### src/rtl/mips_ad_pkg.sv
// Shared types and default memory map for the MIPS address-decode controller.
package mips_ad_pkg;

    // Controller phases: waiting for a request, driving a slave, answering the CPU.
    typedef enum logic [1:0] {
        IDLE   = 2'd0,
        ACCESS = 2'd1,
        RESP   = 2'd2
    } state_t;

    // Standard MIPS map: RAM at page 0x00, then GPIO / timer / UART-style peripherals.
    localparam int DEF_NUM_SLAVES = 4;
    localparam int DEF_ADDR_W     = 32;
    localparam int DEF_DATA_W     = 32;
    localparam int DEF_PAGE_LSB   = 8;
    localparam int DEF_WS_W       = 4;
    localparam int DEF_PAGE_W     = DEF_ADDR_W - DEF_PAGE_LSB;

    // Slave 0 occupies the least significant field of each packed table.
    localparam logic [DEF_NUM_SLAVES*DEF_PAGE_W-1:0] DEF_SLAVE_PAGE =
        {24'h00000A, 24'h000009, 24'h000008, 24'h000000};
    localparam logic [DEF_NUM_SLAVES*DEF_WS_W-1:0] DEF_SLAVE_WAIT =
        {4'd1, 4'd1, 4'd1, 4'd0};

    // Width of a slave index; a single-slave map still needs a 1-bit index signal.
    function automatic int idx_width(input int n);
        return (n > 1) ? $clog2(n) : 1;
    endfunction

endpackage

### src/rtl/mips_ad_match.sv
// Page comparator: flags whether a page is mapped and which slave owns it.
module mips_ad_match
    import mips_ad_pkg::*;
#(
    parameter int                            NUM_SLAVES = DEF_NUM_SLAVES,
    parameter int                            PAGE_W     = DEF_PAGE_W,
    parameter logic [NUM_SLAVES*PAGE_W-1:0]  SLAVE_PAGE = DEF_SLAVE_PAGE,
    parameter int                            IDX_W      = idx_width(NUM_SLAVES)
) (
    input  logic [PAGE_W-1:0] page,
    output logic              hit,
    output logic [IDX_W-1:0]  idx
);

    // Scan from the highest entry down so the lowest matching index is the last write and wins.
    always_comb begin
        // NOTE: every output of a combinational block gets a default first, so no path can leave it unassigned and infer a latch.
        hit = 1'b0;
        idx = '0;
        for (int i = NUM_SLAVES - 1; i >= 0; i--) begin
            if (page == SLAVE_PAGE[i*PAGE_W +: PAGE_W]) begin
                hit = 1'b1;
                idx = IDX_W'(i);
            end
        end
    end

endmodule

### src/rtl/mips_ad_ctrl.sv
// Sequential memory-map controller: decodes the CPU page, runs a req/ready
// handshake with per-slave wait states, registers read data and logs the
// first unmapped access in a sticky fault register.
module mips_ad_ctrl
    import mips_ad_pkg::*;
#(
    parameter int NUM_SLAVES = DEF_NUM_SLAVES,
    parameter int ADDR_W     = DEF_ADDR_W,
    parameter int DATA_W     = DEF_DATA_W,
    parameter int PAGE_LSB   = DEF_PAGE_LSB,
    parameter int WS_W       = DEF_WS_W,
    parameter logic [NUM_SLAVES*(ADDR_W-PAGE_LSB)-1:0] SLAVE_PAGE = DEF_SLAVE_PAGE,
    parameter logic [NUM_SLAVES*WS_W-1:0]              SLAVE_WAIT = DEF_SLAVE_WAIT
) (
    input  logic                         clk,
    input  logic                         rst_n,
    input  logic                         cpu_req,
    input  logic                         cpu_we,
    input  logic [ADDR_W-1:0]            cpu_addr,
    output logic                         cpu_ready,
    output logic                         cpu_err,
    output logic [DATA_W-1:0]            cpu_rdata,
    output logic [ADDR_W-1:0]            slave_addr,
    output logic [NUM_SLAVES-1:0]        slave_sel,
    output logic [NUM_SLAVES-1:0]        slave_we,
    input  logic [NUM_SLAVES*DATA_W-1:0] slave_rdata,
    output logic                         fault_valid,
    output logic [ADDR_W-1:0]            fault_addr,
    input  logic                         fault_clr
);

    localparam int PAGE_W = ADDR_W - PAGE_LSB;
    localparam int IDX_W  = idx_width(NUM_SLAVES);

    state_t              state_q,       state_d;
    logic [ADDR_W-1:0]   addr_q,        addr_d;
    logic                we_q,          we_d;
    logic [IDX_W-1:0]    idx_q,         idx_d;
    logic                miss_q,        miss_d;
    logic [WS_W-1:0]     cnt_q,         cnt_d;
    logic [DATA_W-1:0]   rdata_q,       rdata_d;
    logic                fault_valid_q, fault_valid_d;
    logic [ADDR_W-1:0]   fault_addr_q,  fault_addr_d;

    logic                match_hit;
    logic [IDX_W-1:0]    match_idx;
    logic [WS_W-1:0]     load_wait;
    logic [DATA_W-1:0]   sel_rdata;
    logic                accept;

    mips_ad_match #(
        .NUM_SLAVES (NUM_SLAVES),
        .PAGE_W     (PAGE_W),
        .SLAVE_PAGE (SLAVE_PAGE),
        .IDX_W      (IDX_W)
    ) u_match (
        .page (cpu_addr[ADDR_W-1:PAGE_LSB]),
        .hit  (match_hit),
        .idx  (match_idx)
    );

    // A request is only ever taken in IDLE; req/addr in any other state are ignored.
    assign accept = (state_q == IDLE) && cpu_req;

    // Look up the wait-state count of the slave being decoded right now.
    always_comb begin
        load_wait = '0;
        for (int i = 0; i < NUM_SLAVES; i++) begin
            if (match_idx == IDX_W'(i)) begin
                load_wait = SLAVE_WAIT[i*WS_W +: WS_W];
            end
        end
    end

    // Route the read bus of the latched slave towards the read-data register.
    always_comb begin
        sel_rdata = '0;
        for (int i = 0; i < NUM_SLAVES; i++) begin
            if (idx_q == IDX_W'(i)) begin
                sel_rdata = slave_rdata[i*DATA_W +: DATA_W];
            end
        end
    end

    // Handshake FSM next state, request latch, wait counter and read-data capture.
    always_comb begin
        // NOTE: combinational logic uses blocking '=', the flop block below uses non-blocking '<='.
        state_d = state_q;
        addr_d  = addr_q;
        we_d    = we_q;
        idx_d   = idx_q;
        miss_d  = miss_q;
        cnt_d   = cnt_q;
        rdata_d = rdata_q;
        unique case (state_q)
            IDLE: begin
                if (accept) begin
                    addr_d = cpu_addr;
                    we_d   = cpu_we;
                    idx_d  = match_idx;
                    miss_d = !match_hit;
                    if (match_hit) begin
                        cnt_d   = load_wait;
                        state_d = ACCESS;
                    end else begin
                        // Unmapped: answer next cycle with zero data and the error flag.
                        cnt_d   = '0;
                        rdata_d = '0;
                        state_d = RESP;
                    end
                end
            end
            ACCESS: begin
                if (cnt_q != '0) begin
                    cnt_d = cnt_q - WS_W'(1);
                end else begin
                    // Last access cycle: a write returns zero, a read samples the slave.
                    rdata_d = we_q ? '0 : sel_rdata;
                    state_d = RESP;
                end
            end
            RESP: begin
                state_d = IDLE;
            end
            default: begin
                state_d = IDLE;
            end
        endcase
    end

    // Sticky fault log: first miss is kept; a miss coincident with a clear overrides the clear.
    always_comb begin
        fault_valid_d = fault_valid_q;
        fault_addr_d  = fault_addr_q;
        if (accept && !match_hit && (!fault_valid_q || fault_clr)) begin
            fault_valid_d = 1'b1;
            fault_addr_d  = cpu_addr;
        end else if (fault_clr) begin
            fault_valid_d = 1'b0;
            fault_addr_d  = '0;
        end
    end

    // State and datapath registers with synchronous active-low reset.
    always_ff @(posedge clk) begin
        // NOTE: datapath registers are reset too, since every visible output must read zero after reset.
        if (!rst_n) begin
            state_q       <= IDLE;
            addr_q        <= '0;
            we_q          <= 1'b0;
            idx_q         <= '0;
            miss_q        <= 1'b0;
            cnt_q         <= '0;
            rdata_q       <= '0;
            fault_valid_q <= 1'b0;
            fault_addr_q  <= '0;
        end else begin
            state_q       <= state_d;
            addr_q        <= addr_d;
            we_q          <= we_d;
            idx_q         <= idx_d;
            miss_q        <= miss_d;
            cnt_q         <= cnt_d;
            rdata_q       <= rdata_d;
            fault_valid_q <= fault_valid_d;
            fault_addr_q  <= fault_addr_d;
        end
    end

    // Slave-side strobes; gating with rst_n makes a reset in the final access cycle abort the write.
    always_comb begin
        slave_sel = '0;
        slave_we  = '0;
        for (int i = 0; i < NUM_SLAVES; i++) begin
            if ((state_q == ACCESS) && (idx_q == IDX_W'(i))) begin
                slave_sel[i] = 1'b1;
                slave_we[i]  = rst_n && we_q && (cnt_q == '0);
            end
        end
    end

    // CPU-side response, driven only from latched values.
    always_comb begin
        cpu_ready   = rst_n && (state_q == RESP);
        cpu_err     = cpu_ready && miss_q;
        cpu_rdata   = rdata_q;
        slave_addr  = addr_q;
        fault_valid = fault_valid_q;
        fault_addr  = fault_addr_q;
    end

endmodule

### config.mk
export PLATFORM = sky130hd
export DESIGN_NAME = mips_ad_ctrl
export DESIGN_NICKNAME = d
export VERILOG_FILES = /design/src/rtl/mips_ad_pkg.sv /design/src/rtl/mips_ad_match.sv /design/src/rtl/mips_ad_ctrl.sv
export SDC_FILE = /design/constraint.sdc
export NUM_CORES = 1
export LEC_CHECK = 0
export ABC_AREA = 1
export CAP_MARGIN = 20
export CORE_MARGIN = 2
export CORE_UTILIZATION = 40
export DETAILED_ROUTE_END_ITERATION = 7
export HOLD_SLACK_MARGIN = 0.08
export PLACE_DENSITY = 0.82
export SYNTH_ARGS = -nofsm -noshare
export SYNTH_HDL_FRONTEND = slang
export SYNTH_SLANG_ARGS = --single-unit
export TNS_END_PERCENT = 1
### constraint.sdc
create_clock -name clk -period 2.42 [get_ports clk]
set_clock_uncertainty 0.1 [all_clocks]
set_input_delay 0.484 -clock clk [delete_from_list [all_inputs] [get_ports clk]]
set_output_delay 0.484 -clock clk [all_outputs]
set_load 0.05 [all_outputs]
Word level (Yosys, flattened, before mapping) --
Index checks and enable logic that the tools add are counted.
Word-level totals: register bits 107, input port bits 165, output and inout bits 107, word-level logic and storage cells 90
Operators by class: add/sub/neg operators 1, eq/ne operators 15, multiplexer cells 40, reduce and logical (&&, ||, !) cells 25
Operators by type and width (number):
- $mux 32 | 10
- $eq 24x4->1 const B | 3
- $pmux 32 s2 | 1
- $logic_not 24->1 | 1
- $mux 4 | 5
- $mux 1 | 15
- $mux 2 | 7
- $logic_and 1x1->1 | 11
- $eq 2x2->1 const B | 5
- $ne 2x2->1 const B | 4
- $pmux 4 s2 | 1
- $eq 2x1->1 const B | 3
- $logic_not 2->1 | 2
- $logic_not 4->1 | 1
- $pmux 2 s2 | 1
- $reduce_and 2->1 | 2
- $reduce_and 4->1 | 1
- $reduce_bool 2->1 | 2
- $reduce_bool 4->1 | 1
- $sub 4x1->4 const B | 1
- $reduce_and 3->1 | 1
- $logic_not 1->1 | 2
- $logic_or 1x1->1 | 1

Depth between registers and ports, before layout --
Gate-level depths: netlist (run 1).
depth in word-level cells 12, depth in mapped cells 13, gate-level depth less buffers 12

Cells and area by module --
Synthesis (run 1) repeated with hierarchy kept, for this count alone.
Unflattened totals: cells, all modules 863, area total of the unflattened synthesis 5471.5 sq um
By module, submodules not included:
- mips_ad_ctrl | instances 1, cells each 831, area each 5326.4 sq um, sequential area each 2142.1 sq um
- mips_ad_match | instances 1, cells each 32, area each 145.1 sq um, sequential area each 0.0 sq um

Least setup slack after synthesis (run 1) --
OpenSTA, ideal clock, no wires.
path kind input -> output, start input port rst_n, end output port cpu_err, arrival time 2317 ps, path slack -481 ps, stages on the path 3, cells stage by stage clkbuf_1 inv_2 nor4_1
Between the ends: cells in the longest elaborated chain, start to end 2
Ends and longest elaborated chain:
- start, declared | line mips_ad_ctrl.sv:16 | input logic rst_n,
- $logic_and 1x1->1 | line mips_ad_ctrl.sv:184 | cpu_ready = rst_n && (state_q == RESP);
- $logic_and 1x1->1 | line mips_ad_ctrl.sv:185 | cpu_err = cpu_ready && miss_q;
- end, declared | line mips_ad_ctrl.sv:21 | output logic cpu_err,
No other way between the ends.

Final worst setup path (run 1) --
start register state_q[0], end output port slave_we[3]
Between the ends: cells in the longest elaborated chain, start to end 3
Ends and longest elaborated chain:
- start, declared | line mips_ad_ctrl.sv:35 | state_t state_q, state_d;
- start signal, assigned | line mips_ad_ctrl.sv:158 | state_q <= state_d;
- $eq 2x1->1 | line mips_ad_ctrl.sv:175 | if ((state_q == ACCESS) && (idx_q == IDX_W'(i))) begin
- $logic_and 1x1->1 | line mips_ad_ctrl.sv:175
- $mux 1 | line mips_ad_ctrl.sv:175
- end, declared | line mips_ad_ctrl.sv:25 | output logic [NUM_SLAVES-1:0] slave_we,
No other way between the ends.

==> summary.md, run 1 <==
| Metric | Value |
|---|---|
| R2R Path End | cnt_q[3]$_SDFFE_PN0P_ |
| Syn nets | 937 |
| Family with the most delay on the worst path | buffers and inverters |
| Final Util | 66.64% |
| Critical path fanouts, max | 4 |
| Clk Latency, worst-skew pair | 0.35 ns |
| Fillers | 1127 |
| Post-DR vias/cell | 5.348 |
| Initial core utilization | 40.64% |
| Slew @ Worst Pin | 0.5794 ns |
| Drt first-iter violations | 496 |
| Final Cell Area | 0.008790 sq mm |
| Post-Syn Area | 0.005360 sq mm |
| Htree depth | 3 |
| TritonCTS clock tree | built |
| Area contributors post-synth | dfxtp_1 (40%), nor2_1 (12%), o21ai_0 (8.4%) |
| Max Freq | 0.4302 GHz |
| DRT Pass-1 Iters | 5 |
| Avg Inst Size Synth | 6.952 sq um |
| Slowest Stage Delay on Critical Path | 0.39 ns |
| Worst Hold Class | flip-flop to flip-flop |
| Post-synth top flop | dfxtp_1 |
| Total Power | 4.841 mW |
| Die Ht | 119.8 um |
| Relative slew slack | 61.25% |
| Detail Route Antenna Nets | 0 |
| # DRC | 0 |
| Initial antenna violation count | 1 |
| Critical Path Stages | 6 |
| Final nets | 1201 |
| CTS Buf Count | 9 |
| Peak supply drop | 486.4 uV |
| Status | finished, final reports clean |
| Placed cell areas | 0.008341 sq mm |
| Pre-CTS WS | -0.01147 ns |
| CP endpoint kind | primary output |
| CP Launch Type | flip-flop |
| Row Count | 42 |
| P&R area growth vs syn | 63.98% |
| R2R cell count | 9 |
| Final setup viols | 0 |
| Final TNS setup | 0 ns |
| PwrDens | 550.8 mW/mm^2 |
| Max_cap viols | 0 |
| Cell mode on critical path | buf_12 |
| Vias in the first global route | 5850 |
| Final slew viol count | 0 |
| Crit. Startpoint | state_q[0]$_SDFFE_PN0P_ |
| Final hold vios | 0 |
| Worst R2R Setup Slack | 0.44 ns |
| Synthesized flop and latch total | 107 |
| Overall Global Routing Usage | 26.67% |
| Routed via count | 6503 |
| CTS clock-pin slew for the worst setup and hold paths | 0.07 ns |
| Hold_ws | 0.3836 ns |
| Post-Layout Cell Count | 1216 |
| Yosys top cell by area | dfxtp_1 |
| CP cell instances | inv_1 > nor2_4 > clkinvlp_4 > buf_12 > nor3_2 > buf_12 |
| Die area | 0.01434 sq mm |
| Core Box Area | 0.01319 sq mm |
| Clock root buffer | clkbuf_16 |
| First-pass GRT wire length | 30.56 mm |
| Worst EP required | 1.84 ns |
| Slowest cell on crit path | dfxtp_1 |
| Crit path to | slave_we[3] |
| Fin crit share | 96.05% |
| Post-synth EDFFs | 0 |
| Ys Warns | 0 |
| Sink Count | 107 |
| Crit path arrival time | 1.74 ns |
| Asr flop ratio synth | 0% |
| Placer Congestion | 0.8597 |
| Fin worst setup slack | 0.09567 ns |
| Leakage | 3.465 nW |
| Worst Path Buf+Inv | 4 |
| DP Cell Count | 1193 |
| IO Pins | 272 |
| Register area share after synthesis | 39.96% |
| Post-synthesis cell type count | 31 |
| Worst Setup Path Type | flip-flop to primary output |
| Overflow after GRT | 0 |
| Port Buf Inserts | 271 |
| Layout cell share with drive strength beyond 1 | 9.817% |
| Die X | 119.8 um |
| Clk buf depth | 2 |
| Drt total wl | 19.97 mm |
| Tmin final | 2.324 ns |
| Mapped Cells | 771 |
| Largest net degree at the start of global routing | 56 |
| RR Startpoint | state_q[0]$_SDFFE_PN0P_ |
| Drt wl/cell | 16.42 um |
| HPWL after DPL | 14.11 mm |
| Post-synth top area share | 39.96% |
-- cells by family (layout without fill, tap and decap cells) --
kind of cell / Yosys count / in the layout / share of synthesized area (%)
flip-flops: 107 / 107 / 39.96
adder cells (fa/ha/maj): 1 / 1 / 0.2334
AO/OA/AOI/OAI: 206 / 206 / 20.71
other: 0 / 1 / 0
XOR/XNOR: 1 / 1 / 0.1634
AND/OR/NAND/NOR: 363 / 363 / 30.44
buffers and inverters: 93 / 361 / 8.497
-- registers in the layout, summed over array words and instances, names as in the netlist, 2 cells and up --
name	cells
fault_addr	32
cnt_q	4
state_q	2
slave_addr	32
cpu_rdata	32
idx_q	2
-- layout by cell type (no fill, tap or decap), types with 2 or more instances in the layout --
master           instances
nand4_1                 33
nor2_1                 169
a21oi_1                 66
inv_1                   20
nand3_4                  2
nand2_2                  5
buf_4                   44
nor3_4                   3
bufinv_16                2
o21ai_1                 12
inv_2                    7
o21ai_0                 90
clkbuf_16                9
nand3_1                 71
nand2_1                 64
o22ai_1                 16
nand2_4                  4
nor3_1                   3
buf_2                    2
nor3_2                   2
o211ai_1                20
clkdlybuf4s50_1        260
buf_12                  11
dfxtp_1                107
-- cell usage after synthesis, types with 12 or more instances --
cell type  number
o21ai_1        12
clkbuf_1       33
a21oi_1        66
nand2_1        64
o21ai_0        90
buf_2          16
nand3_1        72
o211ai_1       20
nor2_1        169
inv_1          21
o22ai_1        16
nand4_1        33
dfxtp_1       107
-- worst reg2reg max path, delay by kind of cell (launching register included) --
family          cells  cell delay [ns]
xor+xnor            1             0.16
buf+inv             4             0.60
flops               1             0.39
compound gates      1             0.26
simple gates        3             0.36
-- repair_timing --
action | in CTS | in global routing
hold buffers | 0 | 0
buffers inserted | 0 | 7
resized for setup | 5 | 6
setup endpoints to repair | 4 | 3
pin swaps | 1 | 2
-- power breakdown --
group          switching, mW  total (mW)  internal [mW]  leakage [nW]
Clock                  0.687        1.63          0.940         0.161
Combinational          0.727        1.28          0.555          2.42
Sequential            0.0615        1.93           1.87         0.882
Total                   1.47        4.84           3.37          3.47
-- how the worst min path moves through the flow --
stage,end,depth (start not counted),start
finish,cpu_rdata[9]$_SDFFE_PN0P_,2,cpu_rdata[9]$_SDFFE_PN0P_
global route,fault_addr[3]$_SDFFE_PN0P_,2,fault_addr[3]$_SDFFE_PN0P_
CTS,fault_addr[18]$_SDFFE_PN0P_,2,fault_addr[18]$_SDFFE_PN0P_
detailed placement,cpu_rdata[9]$_SDFFE_PN0P_,2,cpu_rdata[9]$_SDFFE_PN0P_
global placement,cpu_rdata[22]$_SDFFE_PN0P_,2,cpu_rdata[22]$_SDFFE_PN0P_
floorplan,we_q$_SDFFE_PN0P_,2,we_q$_SDFFE_PN0P_
-- routing by layer --
| metal | wire length [um] | up-vias | global-route usage [%] |
|---|---|---|---|
| met2 | 9467 | 301 | 44.32 |
| met4 | 574 | 0 | 10.29 |
| met3 | 1834 | 36 | 7.652 |
| met5 | 0 | - | 0 |
| li1 | - | 3174 | - |
| met1 | 8091 | 2992 | 32.64 |
-- area by class of cell --
cell class / count / area [sq um] / share of cell area (%)
clock inverter: 5 / 85.08 / 0.9680
timing repair buffer: 317 / 3163 / 35.99
inverter: 29 / 112.6 / 1.281
tap: 176 / 220.2 / 2.505
antenna: 1 / 2.502 / 0.02847
sequential: 107 / 2142 / 24.37
clock buffer: 10 / 239.0 / 2.719
multi-input combinational: 571 / 2825 / 32.14
(Power assumes the default switching activity.)
==> inputs of run 2 (changes only) <==
Settings changed: CORE_MARGIN 2 to unset.
Clock period 2.42 ns to 2.44 ns, I/O delays scaled along.
==> run 2 against run 1 <==
  * Sequential share of layout area up 0.56 points
  * First-iteration DRC count is 19% higher
  * Worst setup slack lost 0.010 ns
  * Critical path type unchanged
  * Largest cell class unchanged
  * Non-clock buffer count shrank 16
  * Critical path depth fell by 1
  * Combinational power barely moved
  * Highest routed layer unchanged
  * Critical endpoint is now slave_we[1]
  * Clock power down 14%
==> summary.md, run 2 (same netlist as run 1, synthesis figures left out) <==
| Metric | Value |
|---|---|
| Clk buf depth | 2 |
| CP Launch Type | flip-flop |
| Sw Share | 31.63% |
| Drt first-iter violations | 592 |
| DRT Pass-1 Iters | 5 |
| Die X | 117.8 um |
| Row Count | 41 |
| Largest net degree at the start of global routing | 54 |
| Vias in the first global route | 5910 |
| Drt wl/cell | 16.57 um |
| Htree depth | 3 |
| Most common cell after layout, fill and taps aside | clkdlybuf4s50_1 |
| # DRC | 0 |
| Sequential Power Share | 41.9% |
| Core Box Area | 0.01282 sq mm |
| Final Util | 67.00% |
| Layout cell share with drive strength beyond 1 | 8.203% |
| Initial core utilization | 41.80% |
| Peak supply drop | 335.9 uV |
| Port Buf Inserts | 271 |
| Final nets | 1185 |
| Final hold vios | 0 |
| First-pass GRT wire length | 31.06 mm |
| Fin crit share | 96.50% |
| TritonCTS clock tree | built |
| Leakage | 3.334 nW |
| Die area | 0.01387 sq mm |
| Net Sw Power | 1.448 mW |
| Detail Route Antenna Nets | 0 |
| Final TNS setup | 0 ns |
| Final slew viol count | 0 |
| Critical path fanouts, max | 11 |
| Placer Congestion | 0.9127 |
| Unrepaired setup endpoints after global routing | true |
| Die Ht | 117.8 um |
| Worst Setup Path Type | flip-flop to primary output |
| Final setup viols | 0 |
| Relative slew slack | 62.18% |
| Commonest non-fill, non-tap cells in the layout | clkdlybuf4s50_1 (260), nor2_1 (169), dfxtp_1 (107), o21ai_0 (90), nand3_1 (71) |
| CTS Buf Count | 9 |
| Overflow after GRT | 0 |
| HPWL after DPL | 14.11 mm |
| Post-DR vias/cell | 5.348 |
| Clock root buffer | clkbuf_16 |
| PwrDens | 532.6 mW/mm^2 |
| Max Freq | 0.4247 GHz |
| Drt total wl | 19.84 mm |
| Overall Global Routing Usage | 27.97% |
| Status | finished, final reports clean |
| CP endpoint kind | primary output |
| Max_cap viols | 0 |
| Sink Count | 107 |
| Initial antenna violation count | 1 |
| P&R area growth vs syn | 60.32% |
| Worst Hold Class | flip-flop to flip-flop |
| Crit path arrival time | 1.77 ns |
| CTS clock-pin slew for the worst setup and hold paths | 0.07 ns |
| Clock power frac | 30.7% |
| Logic pwr share | 27.4% |
| IO Pins | 272 |
| Internal power | 3.129 mW |
| Tmin final | 2.355 ns |
| Slew @ Worst Pin | 0.5655 ns |
| Routed via count | 6401 |
| Clk Latency, worst-skew pair | 0.34 ns |
| Worst EP required | 1.85 ns |
-- run 2: cell types whose count changed in the layout (fill, tap and decap cells not counted), moves of 2 or more --
cell | before | now
clkbuf_1 | 0 | 2
bufinv_16 | 2 | 0
nor3_4 | 3 | 0
buf_4 | 44 | 29
nor3_2 | 2 | 5
-- run 2: path summary, 6_finish.rpt --
kind	startpoint	end	slack, ns	cells after the start
min	slave_addr[26]$_SDFFE_PN0P_	slave_addr[26]$_SDFFE_PN0P_	0.38	2
max reg2reg	cnt_q[0]$_SDFFE_PN0P_	cpu_rdata[21]$_SDFFE_PN0P_	0.56	11
min reg2reg	slave_addr[26]$_SDFFE_PN0P_	slave_addr[26]$_SDFFE_PN0P_	0.38	2
max	state_q[0]$_SDFFE_PN0P_	slave_we[1]	0.09	5
-- run 2: final cells by class --
class,instances,area [sq um]
antenna,1,2.502
clock buffer,12,246.5
clock inverter,4,33.78
fill,1133,4232
inverter,29,108.9
multi-input combinational,571,2799
sequential,107,2142
tap,172,215.2
timing repair buffer,301,3045
-- run 2: stage by stage --
stage          instance area [sq um]  std cells  setup slack, ns  power (mW)  hold slack, ns
6_report                        8593       1197          0.08528       4.577          0.3820
5_1_grt                         8593       1197         -0.04178       4.786          0.4026
4_1_cts                         8586       1196          0.09711       4.612          0.3850
3_5_place_dp                    8280       1180         -0.01383       3.203          0.3682
3_3_place_gp                    8280       1180          0.06226       3.190          0.3555
2_1_floorplan                   5366        771          -0.2985       2.628          0.3448
-- run 2: timing repair --
item                       4_1_cts  5_1_grt
pin swaps                        0        1
setup buffers                    0        0
hold buffers                     0        0
gates resized for setup          5        1
setup endpoints to repair        3        4
-- run 2: power by group through the flow --
stage	Sequential [mW]	Combinational [mW]	Clock (mW)
final	1.92	1.26	1.40
after global routing	1.93	1.33	1.52
after CTS	1.92	1.26	1.44
after detailed placement	1.95	1.25	0
after global placement	1.95	1.24	0
after floorplan	2.30	0.324	0
-- run 2: worst max-delay path, cell delays in order, from the launching register on --
cell and delay, ns:
dfxtp_1 0.40, inv_1 0.12, nor2_4 0.16, inv_1 0.23, nor3_2 0.33, buf_12 0.18
-- run 2: layer usage --
layer  track usage, %  part of all wire, %  wire length, um
met1            32.73                   40             7999
met3            7.752                  8.4             1670
met2            46.40                   47             9398
met5                0                    0                0
met4            14.66                  3.9              766
==> inputs of run 3 (changes only) <==
Settings changed: ABC_CLOCK_PERIOD_IN_PS set to 2440.
==> results of run 3 <==
Same layout as run 2: the final DEF is identical, and so are final timing and power.
==> edit: new RTL, config.mk and constraints of run 3 <==
Change the package constant `DEF_NUM_SLAVES` from 4 to 5.
--- a/src/rtl/mips_ad_pkg.sv
+++ b/src/rtl/mips_ad_pkg.sv
@@ -9,7 +9,7 @@
     } state_t;
 
     // Standard MIPS map: RAM at page 0x00, then GPIO / timer / UART-style peripherals.
-    localparam int DEF_NUM_SLAVES = 4;
+    localparam int DEF_NUM_SLAVES = 5;
     localparam int DEF_ADDR_W     = 32;
     localparam int DEF_DATA_W     = 32;
     localparam int DEF_PAGE_LSB   = 8;
Ports: changed (resized slave_rdata, slave_sel and slave_we); port bits go from 272 to 306. The function was not compared with the original's and may differ.
==> edit against run 3 <==
  * Global-route usage is 0.21 points higher
  * Wire length up 1.3%
  * Highest routed layer unchanged
  * Sequential cell count is the same
  * Largest cell class unchanged
  * Non-clock buffer count increased by 10
  * Power rose by 4.4%
  * Register-to-register slack worse by 0.15 ns
  * Area after synthesis increased by 0.65%
  * Design area rose by 2.3%
  * Critical endpoint is now slave_we[3]
  * Via count is 0.62% higher
  * Worst setup slack got worse by 0.071 ns
==> edit: results (changes against run 3) <==
[finish]
diodes = 0  ; was 1
fill_cells = 1131  ; was 1133
drive_gt1_share_pct = 10.27  ; was 8.203%

[sta]
fin_crit_ns = 2.425  ; was 2.355 ns
whs_ns = 0.3773  ; was 0.3820 ns
worstMarginPinSlew_ns = 0.6060  ; was 0.5655 ns

[floorplanning]
fp-row-count = 42  ; was 41

[hold_path]
hold_path.class = reg -> reg  ; unchanged
hold_end = fault_addr[4]  ; was slave_addr[26]
min-delay-start = fault_addr[4]  ; was slave_addr[26]

[critical_path]
crit_start = cnt_q[0]  ; was state_q[0]
r2r_cells = 8  ; was 11
regToRegSetupSlack_ns = 0.41  ; was 0.56 ns
worstReg2RegStart = state_q[0]  ; was cnt_q[0]
r2r-end = cnt_q[3]  ; was cpu_rdata[21]
cp_max_fo = 4  ; was 11

[global_route]
grt_use_met3_pct = 7.770  ; was 7.752%
grt_pass1_vias = 6034  ; was 5910
gr-usage-all-layers_pct = 28.18  ; was 27.97%
grt_max_degree = 66  ; was 54
grt_antenna_before_repair = 0  ; was 1
grtUsageMet2_pct = 47.65  ; was 46.40%
grt_pass1_wl_mm = 31.34  ; was 31.06 mm
grtUsageMet1_pct = 33.12  ; was 32.73%

[placed_design]
place_ws_ns = -0.01469  ; was -0.01383 ns
gp_congestion = 0.8342  ; was 0.9127
place_area_mm2 = 0.008399  ; was 0.008280 mm^2
post-dp-hpwl_mm = 14.07  ; was 14.11 mm
dp.cells = 1190  ; was 1180
port_buffers = 271  ; unchanged

[synthesis]
syn_area_per_cell_um2 = 6.962  ; was 6.952 um^2
synth-seq-area-share_pct = 39.70  ; was 39.96%
netlist_top_cells_count = nor2_1, dfxtp_1, o21ai_0, a21oi_1, nand2_1  ; was nor2_1, dfxtp_1, o21ai_0, nand3_1, a21oi_1
synth.area.top_cells = dfxtp_1, nor2_1, o21ai_0  ; unchanged
async_flop_share_pct = 0  ; unchanged
synth_warnings = 0  ; unchanged
ys_types = 30  ; was 31
synth_flop_cell = dfxtp_1  ; unchanged

[cts]
max-clock-path-buffers = 2  ; unchanged
htree_num_levels = 3  ; unchanged
cts-resized-gates = 1  ; was 5
cts_root_buf = clkbuf_16  ; unchanged

[outcome]
status = completed  ; unchanged

[routing]
viasPerCell = 5.332  ; was 5.348
drt-initial-drc-count = 435  ; was 592
drt-total-wl_mm = 20.10  ; was 19.84 mm
vias = 6441  ; was 6401

[pwr]
vdd_ir_drop_max_v = 0.0004425  ; was 0.0003359 V
leakage_nw = 3.454  ; was 3.334 nW

==> edit: logic make-up (layout without fill, tap and decap cells) <==
family / after synthesis / after routing / synth area share [%]
xor gates and xnor gates: 1 / 1 / 0.1624
and+or+nand+nor: 373 / 373 / 31.70
other: 1 / 2 / 0.06951
buffers and inverters: 91 / 347 / 7.908
AOI/OAI and AO/OA: 201 / 201 / 20.22
DFF: 107 / 107 / 39.70
adders and majority gates: 1 / 1 / 0.2319
==> edit: report_power, final <==
group          switching [mW]  internal [mW]
registers              0.0576           1.86
clock network           0.664          0.919
logic                   0.727          0.553
==> edit: how the worst max path moves through the flow <==
stage,endpoint,cells past startpoint
detailed placement,cpu_rdata[11],12
floorplan,slave_we[0],4
global placement,cpu_rdata[9],12
CTS,slave_we[1],5
finish,slave_we[3],7
global route,slave_we[3],7
==> edit: critical path: stages, from the launching register on <==
cell	delay (ns)
dfxtp_1	0.31
inv_1	0.09
ha_1	0.18
inv_1	0.06
nor3_2	0.20
nand3_2	0.21
nor3_4	0.26
buf_12	0.18
==> edit: cell type report <==
type,instances,area [um^2],share of cell area [%]
sequential,107,2142,24.37
clock buffer,10,239.0,2.718
tap,176,220.2,2.505
clock inverter,4,73.82,0.8397
multi-input combinational,578,2883,32.79
inverter,22,86.33,0.9821
timing repair buffer,311,3147,35.80
==> edit: stage by stage <==
stage / TNS, ns / power [mW]
4_1_cts: -0.1959 / 4.794
3_5_place_dp: -0.01469 / 3.228
2_1_floorplan: -1.440 / 2.633
5_1_grt: -0.3407 / 4.962
6_report: 0 / 4.777
3_3_place_gp: 0 / 3.210
==> edit: metal layers <==
metal	wire (um)	vias up
met3	1604	41
met1	8233	2990
li1	-	3162
met5	0	-
met2	9647	248
met4	609	0
